<file path="config.mk">
export PLATFORM = sky130hd
export DESIGN_NAME = fir_out_decim_sat
export DESIGN_NICKNAME = d
export VERILOG_FILES = /design/src/rtl/fir_out_decim_sat.sv
export SDC_FILE = /design/constraint.sdc
export NUM_CORES = 1
export LEC_CHECK = 0
export ABC_AREA = 1
export CELL_PAD_IN_SITES_DETAIL_PLACEMENT = 0
export CELL_PAD_IN_SITES_GLOBAL_PLACEMENT = 1
export CORE_AREA = 2 2 203 125
export DETAILED_ROUTE_END_ITERATION = 12
export DIE_AREA = 0 0 205 127
export GPL_TIMING_DRIVEN = 1
export HOLD_SLACK_MARGIN = 0.06
export PLACE_DENSITY = 0.76
export SLEW_MARGIN = 20
export SYNTH_ARGS = -nofsm -noshare
export SYNTH_HDL_FRONTEND = slang
export SYNTH_SLANG_ARGS = --single-unit
</file>
<file path="constraint.sdc">
create_clock -name clk -period 6.8 [get_ports clk]
set_input_delay 1.36 -clock clk [delete_from_list [all_inputs] [get_ports clk]]
set_output_delay 1.36 -clock clk [all_outputs]
set_load 0.01 [all_outputs]
</file>
<file path="src/rtl/fir_out_decim_sat.sv">
// fir_out_decim_sat: decimates a full-precision FIR stream, rounds half-up, saturates,
// and buffers the result in a show-ahead FIFO toward a back-pressuring consumer.
module fir_out_decim_sat #(
    parameter int IN_WIDTH   = 24,
    parameter int OUT_WIDTH  = 16,
    parameter int SHIFT      = 8,
    parameter int DECIM      = 2,
    parameter int FIFO_DEPTH = 8
) (
    input  logic                          clk,
    input  logic                          rst,
    input  logic                          valid_in,
    input  logic signed [IN_WIDTH-1:0]    din,
    output logic                          valid_out,
    output logic signed [OUT_WIDTH-1:0]   dout,
    input  logic                          ready,
    output logic [$clog2(FIFO_DEPTH):0]   fill_level,
    output logic                          overflow,
    output logic                          saturated
);
    localparam int PW = DECIM > 1 ? $clog2(DECIM) : 1;
    localparam int AW = $clog2(FIFO_DEPTH);
    localparam logic signed [IN_WIDTH:0] RND  = SHIFT > 0 ? (IN_WIDTH+1)'(2**(SHIFT > 0 ? SHIFT-1 : 0)) : '0;
    localparam logic signed [IN_WIDTH:0] MAXV = (IN_WIDTH+1)'(2**(OUT_WIDTH-1)-1);
    localparam logic signed [IN_WIDTH:0] MINV = (IN_WIDTH+1)'(-(2**(OUT_WIDTH-1)));

    logic [PW-1:0]             phase_q, phase_d;
    logic signed [IN_WIDTH:0]  s1_q, s1_d;
    logic                      s1_v_q, keep;
    logic [OUT_WIDTH-1:0]      mem_q [FIFO_DEPTH];
    logic [AW-1:0]             rd_q, wr_q;
    logic [AW:0]               cnt_q, cnt_d;
    logic                      clip_hi, clip_lo, pop, full, wr_en;
    logic [OUT_WIDTH-1:0]      s2;

    always_comb begin
        keep      = valid_in && phase_q == '0;
        phase_d   = !valid_in ? phase_q : phase_q == PW'(DECIM-1) ? '0 : phase_q + 1'b1;
        // one guard bit above the input keeps the rounding add from wrapping at max positive
        s1_d      = ($signed({din[IN_WIDTH-1], din}) + RND) >>> SHIFT;
        clip_hi   = s1_q > MAXV;
        clip_lo   = s1_q < MINV;
        s2        = clip_hi ? MAXV[OUT_WIDTH-1:0] : clip_lo ? MINV[OUT_WIDTH-1:0] : s1_q[OUT_WIDTH-1:0];
        valid_out = cnt_q != '0;
        full      = cnt_q == (AW+1)'(FIFO_DEPTH);
        pop       = valid_out && ready;
        wr_en     = s1_v_q && (!full || pop);
        cnt_d     = cnt_q + (AW+1)'(wr_en) - (AW+1)'(pop);
        // when empty, the slot just behind the read pointer holds the last delivered sample
        dout      = valid_out ? mem_q[rd_q] : mem_q[rd_q - 1'b1];
        fill_level = cnt_q;
    end

    always_ff @(posedge clk or posedge rst) begin
        if (rst) begin
            phase_q   <= '0;
            s1_q      <= '0;
            s1_v_q    <= 1'b0;
            rd_q      <= '0;
            wr_q      <= '0;
            cnt_q     <= '0;
            overflow  <= 1'b0;
            saturated <= 1'b0;
            for (int i = 0; i < FIFO_DEPTH; i++) mem_q[i] <= '0;
        end else begin
            phase_q   <= phase_d;
            s1_v_q    <= keep;
            if (keep) s1_q <= s1_d;
            if (wr_en) begin
                mem_q[wr_q] <= s2;
                wr_q        <= wr_q + 1'b1;
            end
            if (pop) rd_q <= rd_q + 1'b1;
            cnt_q     <= cnt_d;
            overflow  <= overflow | (s1_v_q && full && !pop);
            saturated <= saturated | (s1_v_q && (clip_hi || clip_lo));
        end
    end
endmodule
</file>
==> summary.txt, run 1 <==
Detailed routing
  • Drt total wl: 30390 microns
  • Via Count: 8841
  • Drt wl/cell: 18.43 microns
  • Final ANT Viol Nets: 0
  • Drt initial violations: 841
  • Vias per cell: 5.361
  • Pre-antenna DRT Iters: 5
  • DRC viols: 0

Logic synthesis
  • Cell taking the most area after synthesis: dfrtp_1
  • Register bit total from synthesis: 159
  • Syn Area/Cell: 7.209 sq um
  • Syn Nets: ~1.4k
  • Post-synthesis sequential area ratio: 41.78%
  • Mapped Area: 9523 sq um
  • Ys Warns: 0
  • Share of Yosys cell area claimed by the top area cell type: 41.78%
  • Gate Count Post-Synth: approximately 1.3k
  • Area contributors post-synth: dfrtp_1, nand2_1, nand3_1
  • Yosys cell types: 31

Worst setup path
  • Slowest cell delay on critical path: 0.62 ns
  • Crit start category: flop
  • CP max stage cell: inv_1
  • Crit path max fanout: 39
  • Worst EP arrival: about 3.9 ns
  • Req. time, crit path: 5.44 ns
  • CP endpoint kind: output port
  • Critical-path cell list: buf_4 -> inv_1 -> ha_1 -> xnor2_4 -> inv_1 -> nand3_1 -> nand3_1 -> nand2_1 -> clkdlybuf4s50_1
  • R2R depth: 10
  • Crit Path Class: reg2out

Floorplanning
  • Die width: 205 microns
  • I/O pin total: 51
  • FP Rows: 44
  • Die H: 127 microns
  • Core Footprint: about 24000 sq um
  • Full die area: 26040 sq um
  • Initial core utilization: 39.67%

Run status
  • Outcome: finished clean

STA
  • Setup violations, final: 0
  • Final Hold Viols: 0
  • Measured slew at the worst slew-check pin: about 1.1 ns
  • Fin crit share: 77.69%
  • Setup Skew: 0.008313 ns
  • Final Worst Setup Slack: 1.517 ns
  • Post-layout min period: approximately 5.3 ns
  • WHS: 0.4704 ns
  • Peak Freq: 189.3 MHz
  • Max-slew violations: 0
  • RSZ-0062 raised after global routing: false
  • Slew Limit Headroom: 27.84%
  • Setup tns final: 0 ns

GRT
  • Global-route wire length before repair: between 40000 and 50000 microns
  • All-Layer GR Usage: roughly 25%
  • Largest net degree at the start of global routing: 115
  • Total gr overflow: 0
  • Vias in the first global route: 8646
  • Initial antenna violation count: 0

Place
  • Placed insts: 1617
  • Gpl congestion: 0.8037
  • DP Worst Slack: 2.008 ns
  • I/O Buffers: 43
  • Final HPWL DP: between 15000 and 20000 microns

CTS
  • Sink Count: 159
  • Longest Clk Path Bufs: 2
  • Hold Buf Count CTS: 0
  • Clock Tree Root: clkbuf_16
  • H-tree depth: 4
  • TritonCTS buffer count: 17
  • Worst skew pair latency: 0.44 ns
  • Post-CTS sizing: 0
  • Reg clk slew, reported paths: 0.06 ns
  • # Post-CTS Setup Buffers: 0
  • CTS tree: built

Finish
  • Fin nets: ~1.4k
  • Post-Layout Cell Count: ~1.6k
  • Fin util: 44.21%
  • N_diodes: 0
  • Most common cell after layout, fill and taps aside: nand2_1
  • Most frequent cells in the layout: nand2_1, nand3_1, dfrtp_1
  • Layout cells sized above 1: 5.878%
  • Area grow syn2layout: 11.44%

Flow run
  • Number of max-cap violations: 0

Worst hold path
  • Worst Hold Class: reg2reg
  • Hold Crit Depth: 2

Pwr
  • VDD IR max: roughly 0.39 mV
  • Leakage power: 5.286 nW
  • Cell Pwr Density: between 500 and 600 nW/um^2
[Yosys cell counts]
library cell  count
a31o_2            1
buf_2            23
inv_1           104
xor2_1            4
ha_1             10
nand4_1           5
a31oi_1           2
xnor2_1           4
clkbuf_1         33
a21oi_1          21
clkinv_1          1
buf_4            17
o21ai_2           5
nand3_1         242
nand3_4           1
dfrtp_1         159
o21ai_0          62
o21ai_1           1
nand2_1         475
nor3b_1           1
fa_1              1
nand2_2           1
nor2_2            7
o22ai_1           2
nor2_1           23
nand2_4           6
buf_1             9
inv_2             5
buf_6             6
o211ai_1         89
xnor2_4           1
[critical path: cells and delay by family (launching register included)]
kind          cells  cell delay, ns
simple gates      3            0.50
fa+ha+maj         1            0.27
xor+xnor          1            0.60
buf+inv           4            1.77
flops             1            0.32
[sequential cells by signal (all words and copies together), names as in the netlist]
signal,flops
mem_q,128
s1_q,17
fill_level,4
rd_q,3
wr_q,3
overflow,1
phase_q,1
s1_v_q,1
saturated,1
[area by class of cell]
class                   count  area [sq um]
clock inverters             9         82.58
well taps                 322         402.9
multi-input cells         964          4663
flip-flops and latches    159          3983
clock buffers              23         488.0
repair buffers             62         573.1
inverters                 110         420.4
fillers                  2530         13390
[path summary, 6_finish.rpt]
path,from,end,slack [ns]
worst min register to register,s1_q[0],s1_q[0],0.47
worst max-delay path,rd_q[1],dout[5],1.52
worst max register to register,fill_level[2],mem_q[53],3.46
min in group asynchronous,rst,fill_level[1],1.37
max in group asynchronous,rst,mem_q[77],4.28
worst min-delay path,s1_q[0],s1_q[0],0.47
[report_power, final]
part	internal [mW]	switching, mW
sequential	1.37	0.343
clock	0.542	0.408
combinational	1.08	2.00
total	2.98	2.75
[per-layer routing]
metal | vias to the layer above | GRT usage (%) | wire length (microns) | share of wire, %
li1 | 4343 | - | - | -
met1 | 4198 | 36.42 | 15360 | 51
met2 | 267 | 37.16 | 12920 | 43
met3 | 33 | 4.617 | 1748 | 5.8
met4 | 0 | 6.517 | 360 | 1.2
met5 | - | 0 | 0 | 0
[metrics by stage]
step / instance area, sq um / total power [mW]
6_report: 10610 / 5.731
4_1_cts: 10610 / 5.732
2_1_floorplan: 9523 / 3.723
3_3_place_gp: 10040 / 4.716
5_1_grt: 10610 / 6.215
3_5_place_dp: 10040 / 4.765
[kinds of logic after synthesis]
logic type,Yosys count,synth area share [%]
compound gates,183,12.25
xor+xnor,9,1.025
fa+ha+maj,11,1.524
buf+inv,198,9.250
flops,159,41.78
simple gates,761,34.17
No activity file was read; power rests on OpenSTA's default activity.
==> inputs of run 2 (changes only) <==
==> constraint.sdc (replaced) <==
create_clock -name clk -period 4.88 [get_ports clk]
set_input_delay 0.976 -clock clk [delete_from_list [all_inputs] [get_ports clk]]
set_output_delay 0.976 -clock clk [all_outputs]
set_load 0.01 [all_outputs]
==> summary.txt, run 2 (synthesis results as in run 1) <==
STA
  • Fin crit share: 95.66%
  • Peak Freq: 214.2 MHz
  • Final Hold Viols: 0
  • Max-slew violations: 0
  • Setup violations, final: 0
  • Setup tns final: 0 ns
  • Setup Skew: 0.008645 ns
  • Final Worst Setup Slack: 0.2117 ns
  • Slew Limit Headroom: 24.00%
  • Post-layout min period: 4.668 ns
  • WHS: 0.4698 ns
  • Measured slew at the worst slew-check pin: 1.137 ns
  • RSZ-0062 raised after global routing: false

Floorplanning
  • Die width: 205 microns
  • FP Rows: between 40 and 50
  • Full die area: 26040 sq um
  • Core Footprint: 24000 sq um
  • I/O pin total: 51
  • Initial core utilization: 39.67%
  • Die H: 127 microns

Worst setup path
  • Crit start category: flop
  • Crit path max fanout: 17
  • Req. time, crit path: between 3 and 4 ns
  • Worst r2r src: fill_level[2]
  • Reg2Reg Setup Slack: 1.67 ns
  • CP endpoint kind: output port
  • Crit Path Class: reg2out
  • R2R depth: 11
  • Worst EP arrival: between 3 and 4 ns
  • FF-to-FF End: mem_q[58]

CTS
  • Reg clk slew, reported paths: 0.06 ns
  • H-tree depth: 4
  • CTS tree: built
  • Post-CTS sizing: 0
  • TritonCTS buffer count: 17
  • Sink Count: 159
  • Clock Tree Root: clkbuf_16
  • Longest Clk Path Bufs: 2
  • Worst skew pair latency: 0.44 ns
  • Hold Buf Count CTS: 0
  • # Post-CTS Setup Buffers: 0

Detailed routing
  • Drt initial violations: 834
  • Pre-antenna DRT Iters: 8
  • Vias per cell: 5.426
  • Drt total wl: 31100 microns
  • Via Count: between 8k and 9k
  • DRC viols: 0
  • Final ANT Viol Nets: 0
  • Drt wl/cell: 18.83 microns

Finish
  • Area of the multi-input gates: 4663 sq um
  • Area grow syn2layout: 11.83%
  • Largest Register: mem_q
  • Filler cells: 2527
  • Fin util: between 40 and 50%
  • Final Cell Area: 10650 sq um
  • Register area: 3983 sq um
  • N_diodes: 0
  • Layout cells sized above 1: 6.095%
  • Post-Layout Cell Count: 1651
  • Number of flip-flops in the largest register: 128
  • Fin nets: between 1k and 1.5k
  • Most common cell after layout, fill and taps aside: nand2_1
  • Most frequent cells in the layout: nand2_1, nand3_1, dfrtp_1

Pwr
  • Flop pwr share: 28.9%
  • Final Power: 8.042 mW
  • Leakage power: about 5.3 nW
  • Psw: 3.857 mW
  • Logic pwr share: between 50% and 60%
  • VDD IR max: between 0.5 and 0.6 mV
  • Internal power: 4.185 mW
  • Cell Pwr Density: 755.2 nW/um^2
  • Sw Share: 47.96%
  • Clk pwr share: roughly 17%

Worst hold path
  • Min-Delay Startpoint: saturated
  • Hold endpoint: saturated
  • Worst Hold Class: reg2reg
  • Hold Crit Depth: 2

Place
  • DP Area: 10080 sq um
  • DP Worst Slack: a little under 0.8 ns
  • Gpl congestion: 0.7964
  • Placed insts: 1620
  • Final HPWL DP: 18200 microns
  • I/O Buffers: 43

Run status
  • Outcome: finished clean

GRT
  • All-Layer GR Usage: between 20% and 30%
  • Largest net degree at the start of global routing: 100
  • Global-route wire length before repair: 49460 microns
  • Vias in the first global route: 8425
  • Initial antenna violation count: 0
  • Total gr overflow: 0

Flow run
  • Number of max-cap violations: 0
## run 2: worst max-delay path by stage
stage | depth (start not counted) | start | end
global route | 6 | rd_q[2] | dout[5]
CTS | 6 | rd_q[2] | dout[5]
finish | 6 | rd_q[2] | dout[5]
global placement | 6 | rd_q[2] | dout[5]
detailed placement | 6 | rd_q[2] | dout[5]
floorplan | 12 | rd_q[1] | dout[6]
## run 2: power groups by stage
stage | combinational [mW] | sequential, mW | clock, mW
6_report | 4.38 | 2.33 | 1.34
5_1_grt | 4.91 | 2.40 | 1.43
4_1_cts | 4.34 | 2.32 | 1.36
3_5_place_dp | 4.33 | 2.34 | 0
3_3_place_gp | 4.29 | 2.32 | 0
2_1_floorplan | 2.98 | 2.21 | 0
## run 2: critical path, cell delays in order (launching register included)
cell             delay (ns)
dfrtp_1                0.66
xnor2_4                0.77
inv_1                  0.70
nand3_1                0.27
nand3_1                0.09
nand2_1                0.18
clkdlybuf4s50_1        0.56
## run 2: area by class of cell
cell class / count / area share, %
multi-input combinational: 964 / 43.79
timing repair buffer: 65 / 5.710
clock inverter: 11 / 1.093
tap: 322 / 3.783
inverter: 110 / 3.936
clock buffer: 20 / 4.289
sequential: 159 / 37.40
## run 2: routing by layer
layer	vias to the layer above	track usage [%]	share of wire, %
met1	4248	36.81	48
li1	4358	-	-
met2	312	36.98	42
met3	41	6.224	8.4
met5	-	0	0
met4	0	6.813	1.5
